===== src/rtl/dot_product_accumulator.sv =====
// ============================================================================
// Module      : dot_product_accumulator
// Description : Tags operand pairs entering a fixed-latency multiplier, sums the
//               returning products per vector, and queues finished dot products
//               in a 2-entry FWFT FIFO that is protected by input-side credits.
// Revision    : 1.0  initial release
// ============================================================================
`default_nettype none

module dot_product_accumulator #(
  parameter int MUL_LAT = 4,
  parameter int ACC_W   = 40,
  parameter int CNT_W   = 8
) (
  input  logic             clk,
  input  logic             rst,
  input  logic             in_valid,
  input  logic             in_last,
  output logic             in_ready,
  input  logic [31:0]      prod,
  output logic             out_valid,
  input  logic             out_ready,
  output logic [ACC_W-1:0] out_data,
  output logic             out_ovf,
  output logic [CNT_W-1:0] out_count
);

  localparam int c_ENT_W = ACC_W + 1 + CNT_W;

  localparam logic [0:0] c_ST_EMPTY   = 1'b0;
  localparam logic [0:0] c_ST_RUNNING = 1'b1;

  // --------------------------------------------------------------------------
  // Admission and tag delay line
  // --------------------------------------------------------------------------
  logic               w_accept;
  logic               w_accept_last;
  logic [MUL_LAT-1:0] vld_q, vld_d;
  logic [MUL_LAT-1:0] lst_q, lst_d;
  logic               w_tap_vld;
  logic               w_tap_lst;

  assign w_accept      = in_valid & in_ready;
  assign w_accept_last = w_accept & in_last;

  generate
    if (MUL_LAT == 1) begin : g_dly_single
      assign vld_d = w_accept;
      assign lst_d = w_accept_last;
    end else begin : g_dly_multi
      assign vld_d = {vld_q[MUL_LAT-2:0], w_accept};
      assign lst_d = {lst_q[MUL_LAT-2:0], w_accept_last};
    end
  endgenerate

  assign w_tap_vld = vld_q[MUL_LAT-1];
  assign w_tap_lst = lst_q[MUL_LAT-1] & w_tap_vld;

  always_ff @(posedge clk or posedge rst) begin
    if (rst) begin
      vld_q <= '0;
      lst_q <= '0;
    end else begin
      vld_q <= vld_d;
      lst_q <= lst_d;
    end
  end

  // --------------------------------------------------------------------------
  // Accumulator
  // --------------------------------------------------------------------------
  logic [0:0]       state_q, state_d;
  logic [ACC_W-1:0] acc_q, acc_d;
  logic [CNT_W-1:0] cnt_q, cnt_d;
  logic             ovf_q, ovf_d;
  logic [ACC_W-1:0] w_prod_ext;
  logic [ACC_W:0]   w_sum;

  assign w_prod_ext = ACC_W'(prod);
  assign w_sum      = {1'b0, acc_q} + {1'b0, w_prod_ext};

  // acc_d/ovf_d/cnt_d are the post-step values; they also form the FIFO push word
  always_comb begin
    state_d = state_q;
    acc_d   = acc_q;
    cnt_d   = cnt_q;
    ovf_d   = ovf_q;
    if (w_tap_vld) begin
      if (state_q == c_ST_EMPTY) begin
        acc_d = w_prod_ext;
        cnt_d = CNT_W'(1);
        ovf_d = 1'b0;
      end else begin
        acc_d = w_sum[ACC_W-1:0];
        cnt_d = cnt_q + CNT_W'(1);
        ovf_d = ovf_q | w_sum[ACC_W];
      end
      state_d = w_tap_lst ? c_ST_EMPTY : c_ST_RUNNING;
    end
  end

  always_ff @(posedge clk or posedge rst) begin
    if (rst) begin
      state_q <= c_ST_EMPTY;
      acc_q   <= '0;
      cnt_q   <= '0;
      ovf_q   <= 1'b0;
    end else begin
      state_q <= state_d;
      acc_q   <= acc_d;
      cnt_q   <= cnt_d;
      ovf_q   <= ovf_d;
    end
  end

  // --------------------------------------------------------------------------
  // Credits: lasts accepted but not yet at the tap
  // --------------------------------------------------------------------------
  logic [1:0] infl_q, infl_d;

  always_comb begin
    infl_d = infl_q;
    case ({w_accept_last, w_tap_lst})
      2'b10:   infl_d = infl_q + 2'd1;
      2'b01:   infl_d = infl_q - 2'd1;
      default: infl_d = infl_q;
    endcase
  end

  always_ff @(posedge clk or posedge rst) begin
    if (rst) begin
      infl_q <= '0;
    end else begin
      infl_q <= infl_d;
    end
  end

  // --------------------------------------------------------------------------
  // Result FIFO, 2 entries, first-word fall-through
  // --------------------------------------------------------------------------
  logic [c_ENT_W-1:0] fifo0_q, fifo0_d;
  logic [c_ENT_W-1:0] fifo1_q, fifo1_d;
  logic [1:0]         fcnt_q, fcnt_d;
  logic [1:0]         w_rem;
  logic               w_push;
  logic               w_pop;
  logic [c_ENT_W-1:0] w_push_data;

  assign w_push      = w_tap_lst;
  assign w_pop       = (fcnt_q != 2'd0) & out_ready;
  assign w_push_data = {acc_d, ovf_d, cnt_d};
  assign w_rem       = fcnt_q - {1'b0, w_pop};

  // Credits keep w_rem below 2 whenever a push arrives
  always_comb begin
    fifo0_d = fifo0_q;
    fifo1_d = fifo1_q;
    if (w_pop) begin
      fifo0_d = fifo1_q;
    end
    if (w_push) begin
      if (w_rem == 2'd0) begin
        fifo0_d = w_push_data;
      end else begin
        fifo1_d = w_push_data;
      end
    end
    fcnt_d = w_rem + {1'b0, w_push};
  end

  always_ff @(posedge clk or posedge rst) begin
    if (rst) begin
      fifo0_q <= '0;
      fifo1_q <= '0;
      fcnt_q  <= '0;
    end else begin
      fifo0_q <= fifo0_d;
      fifo1_q <= fifo1_d;
      fcnt_q  <= fcnt_d;
    end
  end

  // --------------------------------------------------------------------------
  // Outputs
  // --------------------------------------------------------------------------
  assign out_valid                     = (fcnt_q != 2'd0);
  assign {out_data, out_ovf, out_count} = fifo0_q;
  assign in_ready = ({1'b0, fcnt_q} + {1'b0, infl_q}) < 3'd2;

endmodule

`default_nettype wire


===== config.mk =====
export PLATFORM = sky130hd
export DESIGN_NAME = dot_product_accumulator
export DESIGN_NICKNAME = d
export VERILOG_FILES = /design/src/rtl/dot_product_accumulator.sv
export SDC_FILE = /design/constraint.sdc
export NUM_CORES = 1
export LEC_CHECK = 0
export BUFFER_PORTS_ARGS = -buffer_cell sky130_fd_sc_hd__buf_4
export CAP_MARGIN = 20
export CORE_ASPECT_RATIO = 0.8
export CORE_MARGIN = 2
export CORE_UTILIZATION = 45
export CTS_CLUSTER_SIZE = 30
export DETAILED_ROUTE_END_ITERATION = 6
export PLACE_DENSITY_LB_ADDON = 0.2
export SYNTH_ARGS = -nofsm -noshare
export SYNTH_HDL_FRONTEND = slang
export SYNTH_SLANG_ARGS = --single-unit

===== constraint.sdc =====
create_clock -name clk -period 5.1 [get_ports clk]
set_clock_uncertainty 0.1 [all_clocks]
set_input_delay 1.02 -clock clk [delete_from_list [all_inputs] [get_ports clk]]
set_output_delay 1.02 -clock clk [all_outputs]
set_load 0.05 [all_outputs]

# After elaboration in Yosys (flattened, before gate mapping)
# Cells that the tools add are included.
word_totals:
  regBits: 160
  in_bits: 37
  output_inout_bits: 51
  word_cells: 41
classes:
  addsub: 7
  n_lt_le_gt_ge: 1
  n_eq_ne: 2
  mux: 11
  bitwise: 6
  n_reduce_logical: 4
ops:
  columns: ["operator", "n"]
  rows:
  - ["49-bit two-way mux", 3]
  - ["40-bit two-way mux", 2]
  - ["40-bit by 32-bit adder with 41-bit output", 1]
  - ["8-bit two-way mux", 2]
  - ["8-bit by 1-bit adder with 8-bit output (second input constant)", 1]
  - ["1-bit bitwise AND", 4]
  - ["2-bit one-hot mux with 2 select lines", 1]
  - ["2-bit nonzero test", 2]
  - ["2-bit by 2-bit adder with 3-bit output", 1]
  - ["3-bit by 2-bit less-than comparator with 1-bit output (second input constant)", 1]
  - ["1-bit two-way mux", 3]
  - ["2-bit by 1-bit adder with 2-bit output", 1]
  - ["2-bit by 1-bit adder with 2-bit output (second input constant)", 1]
  - ["2-bit by 1-bit equality test with 1-bit output (second input constant)", 1]
  - ["2-bit equality test (second input constant)", 1]
  - ["2-bit zero test", 1]
  - ["2-bit AND reduction", 1]
  - ["2-bit by 1-bit subtractor with 2-bit output", 1]
  - ["2-bit by 1-bit subtractor with 2-bit output (second input constant)", 1]
  - ["1-bit NOT", 1]
  - ["1-bit OR", 1]

# Logic depth before layout (Yosys ltp)
depth:
  depth_word: 6
  depth_mapped: 13
  ltp_nobuf: 12

# Worst setup path before layout
# Ideal clock, no wire load.
synth_path:
  path_type: "in2reg"
  start: "in prod[0]"
  end: "reg fifo0_q[41]"
  setup_time_ns: 0.146
  arrival_time_ns: 3.393
  t_required_ns: 4.854
  setup_slack_ns: 1.461
  path_stages: 12
  n_path_buf: 0
  path_cell_list: "ha_1 inv_1 fa_1 and2b_1 o211ai_1 a31oi_2 a311o_2 a21oi_1 o21a_2 a21oi_1 mux2i_1 o22ai_1"
synth_via:
  elab_chain_cells: 5
synth_lines:
  columns: ["item", "line", "rtl"]
  rows:
  - ["start, declared", "20", "input logic [31:0] prod,"]
  - ["40-bit by 32-bit adder with 41-bit output", "80", "assign w_sum = {1'b0, acc_q} + {1'b0, w_prod_ext};"]
  - ["40-bit two-way mux", "89", "if (state_q == c_ST_EMPTY) begin"]
  - ["40-bit two-way mux", "88", "if (w_tap_vld) begin"]
  - ["49-bit two-way mux", "162", "if (w_rem == 2'd0) begin"]
  - ["49-bit two-way mux", "161", "if (w_push) begin"]
  - ["via fifo0_d[41]", "141", "logic [c_ENT_W-1:0] fifo0_q, fifo0_d;"]
  - ["end signal, assigned", "177", "fifo0_q <= fifo0_d;"]
  - ["end, declared", "141", null]
# The timed path passes the listed nets, and every way through them passes these cells.
# A chain may end at the register's enable or synchronous reset.

# Final worst setup path
layout_path:
  start: "in prod[0]"
  end: "reg acc_q[32]"
layout_via:
  elab_chain_cells: 3
layout_lines:
  columns: ["item", "line", "rtl"]
  rows:
  - ["40-bit by 32-bit adder with 41-bit output", "80", null]
  - ["40-bit two-way mux", "89", null]
  - ["40-bit two-way mux", "88", null]
  - ["via acc_d[32]", "73", "logic [ACC_W-1:0] acc_q, acc_d;"]
  - ["end signal, assigned", "105", "acc_q <= '0;"]
  - ["end signal, assigned", "110", "acc_q <= acc_d;"]
  - ["end, declared", "73", null]
# The timed path passes the listed nets, and every way through them passes these cells.

==> results.toml <==
[clock_network]
clk-insertion-delay-late_ns = 0.43
root_buffer = "sky130_fd_sc_hd__clkbuf_16"
hold_buffers_post_cts = 0
cts_setup_buffers = 0
cts_tree = "done"
clk_pin_slew_worst_paths_ns = 0.07
clock_sink_count = 160
cts.htree.levels = 4
inserted_clock_buffers = 17
max-clock-path-buffers = 2
total_of_cells_resized_after_clock_tree_synthesis = 0

[power]
vdd_ir_drop_max_v = 0.000339
switching_share_pct = 46.0
clock_power_share_pct = 18.7
cell_internal_pwr_mw = 3.85
switchingPower_mw = 3.28
p_comb_share_pct = 52.9
power.density_mw_per_mm2 = 691
power_leakage_nw = 5.05
share_seq_of_total_power_pct = 28.5

[placed_design]
detailedPlace.worstSlack_ns = 0.933
buffer_ports.inserted = 87
dp_hpwl_um = 14700
gp_congestion = 0.883
dpl_cell_area_mm2 = 0.00968

[setup_path]
cp_max_delay_cell = "sky130_fd_sc_hd__fa_1"
crit_chain = "buf_4 > ha_1 > inv_1 > fa_1 > and2b_1 > o211ai_1 > a31oi_2 > a311o_2 > a21oi_1 > o21a_2 > a21oi_1 > mux2i_1 > o22ai_1"
worst_path_dominant_cell_family = "compound AO/OA/AOI/OAI gates"
cp_max_fo = 5
timing.critical_path.required_ns = 5.28
startpoint_type = "input port"
regToRegSetupSlack_ns = 1.69
worst_r2r_endpoint = "acc_q[32]"
timing_worst_setup_path_type = "input port to flip-flop"
critical_path.max_stage_delay_ns = 0.37
number_of_buffer_and_inverter_instances_along_the_worst_setup_path = 2
element_type_at_the_critical_path_end = "flip-flop"
reg2reg_from = "acc_q[0]"
critPathArrivalTime_ns = 3.93
cpMostUsedCell = "sky130_fd_sc_hd__a21oi_1"
worst-r2r-cell-count = 12

[floorplan]
die_width_um = 160
die_h_um = 129
io_pins = 88
rows = 45
dieArea_mm2 = 0.0206
floorplan.core_area_mm2 = 0.0190
initial_core_util_pct = 46.1

[timing]
rsz_0062_raised_after_global_routing = "no"
final_max_slew_viol_count = 0
finalSetupTns_ns = 0
setup_violations = 0
maxClockFrequency_mhz = 267
finalCriticalPeriod_ns = 3.75
hold_viol_final = 0
worst_max_slew_pin_slew_ns = 1.03
min_period_over_period_pct = 73.5
final.setup.worst_slack_ns = 1.35
slew_headroom_pct = 31.4

[grt]
antenna_found_initial = 0
grt_first_pass_wirelength_um = 36600
grt_start_max_net_pins = 53
vias_in_the_first_global_route = 7078
all_layer_gr_usage_pct = 22.2
global_route.overflow_total = 0

[logic_synthesis]
count_of_yosys_warnings_during_synthesis = 0
synth-edff-count = 0
syn-num-nets = 1090
yosysSeqAreaShare_pct = 45.6
synth_area_mm2 = 0.00878
ys_seq_elements = 160
number_of_different_library_cells_in_the_post_synthesis_netlist = 72
postSynth.topFlopCell = "sky130_fd_sc_hd__dfrtp_1"
post_synth_inst_count = 1015
syn-mean-instance-area_um2 = 8.65
asyncSetResetFlopFracSynth_pct = 100

[hold_path]
hold_path.class = "flip-flop to flip-flop"
whs_endpoint = "vld_q[3]"
worstHoldStart = "vld_q[2]"
whs_path_depth = 0

[drt]
drt-initial-drc-count = 562
detail-route-antenna-nets = 0
wl_um = 22100
avgViaCountPerCell = 5.37
routed-via-count = 7271
detail_route.drc_violations = 0
post_drt_wl_per_cell_um = 16.3
first_pass_iters = 5

[finish]
post_route_cells_drive_above_1_share_pct = 14.6
nets = 1159
insertedDiodeCount = 0
final_common_cell = "sky130_fd_sc_hd__nand2_1"
final_area_mm2 = 0.0103
highest_count_cells_in_the_layout_ignoring_fill_and_taps = "sky130_fd_sc_hd__nand2_1 (249), sky130_fd_sc_hd__dfrtp_1 (159), sky130_fd_sc_hd__buf_4 (100)"
syn2layout_area_growth_pct = 17.6

[run]
max_cap_viol_count = 0

[run_status]
result_of_the_run = "completed"
cells by family (layout without fill, tap and decap cells):
logic type / Yosys count / count (layout) / synth area share (%)
multiplexers: 26 / 26 / 3.01
XOR/XNOR: 38 / 38 / 3.79
flip-flops: 160 / 160 / 45.6
adder cells (fa/ha/maj): 38 / 38 / 5.59
buffers and inverters: 91 / 173 / 3.99
AO/OA/AOI/OAI: 261 / 261 / 19.2
AND/OR/NAND/NOR: 401 / 401 / 18.8
area by class of cell:
| cell class | instances | area (um^2) |
|---|---|---|
| Multi-Input combinational cell | 764 | 4440 |
| Clock inverter | 15 | 185 |
| Timing Repair Buffer | 102 | 798 |
| Sequential cell | 160 | 4010 |
| Inverter | 39 | 150 |
| Tap cell | 258 | 323 |
| Fill cell | 1796 | 8710 |
| Clock buffer | 17 | 425 |
worst max path at each step:
stage	start	end	cells past startpoint
3_5_place_dp	prod[0]	acc_q[32]	13
2_1_floorplan	prod[0]	fifo0_q[41]	12
4_1_cts	prod[0]	acc_q[32]	13
5_1_grt	prod[0]	acc_q[32]	13
6_report	prod[0]	acc_q[32]	13
3_3_place_gp	prod[0]	acc_q[32]	13
state kept, by name, indices dropped and copies added, names as in the netlist:
| name | flops |
|---|---|
| state_q | 1 |
| infl_q | 2 |
| vld_q | 4 |
| fcnt_q | 2 |
| fifo1_q | 49 |
| acc_q | 40 |
| cnt_q | 8 |
| lst_q | 4 |
| fifo0_q | 49 |
| ovf_q | 1 |
power by group through the flow:
stage | registers, mW | logic, mW | clock network, mW
floorplan | 2.49 | 2.34 | 0
global placement | 2.04 | 3.66 | 0
detailed placement | 2.05 | 3.72 | 0
CTS | 2.03 | 3.75 | 1.36
global route | 2.09 | 4.18 | 1.41
finish | 2.03 | 3.77 | 1.33
per-stage QoR:
step                      hold WS (ns)  util (%)  std cells  total power [mW]
after global placement           0.232      50.9       1322              5.70
final                            0.248      54.2       1355              7.13
after floorplan                  0.231         -       1015              4.83
after CTS                        0.249      54.1       1354              7.13
after global routing             0.252      54.2       1355              7.68
after detailed placement         0.235      50.9       1322              5.77
cell usage after synthesis, drive strengths merged, types with 3 or more instances:
| library cell | instances | area (um^2) |
|---|---|---|
| a221o | 3 | 30.0 |
| xnor2 | 21 | 184 |
| nor2 | 83 | 312 |
| mux2 | 3 | 33.8 |
| o22ai | 6 | 37.5 |
| a211oi | 8 | 65.1 |
| nand3 | 17 | 85.1 |
| buf | 11 | 50.1 |
| and2 | 5 | 31.3 |
| and3 | 10 | 62.6 |
| o211ai | 9 | 72.6 |
| nor2b | 4 | 25.0 |
| a21oi | 71 | 359 |
| a21o | 17 | 135 |
| ha | 36 | 450 |
| a31oi | 25 | 178 |
| or3 | 4 | 25.0 |
| o31ai | 10 | 85.1 |
| o21ai | 81 | 405 |
| a2111oi | 3 | 46.3 |
| dfrtp | 160 | 4000 |
| nand4 | 7 | 43.8 |
| mux2i | 23 | 230 |
| o21bai | 4 | 30.0 |
| nor3 | 12 | 65.1 |
| clkbuf | 41 | 154 |
| xor2 | 17 | 149 |
| o21a | 4 | 31.3 |
| nand2 | 251 | 942 |
| inv | 39 | 146 |
per-layer routing:
| metal | vias to the layer above | wire (um) | global-route usage [%] |
|---|---|---|---|
| li1 | 3626 | - | - |
| met1 | 3449 | 11100 | 32.0 |
| met2 | 177 | 9640 | 34.7 |
| met3 | 19 | 1160 | 3.90 |
| met4 | 0 | 223 | 6.25 |
| met5 | - | 0 | 0 |
(Power assumes the default switching activity.)
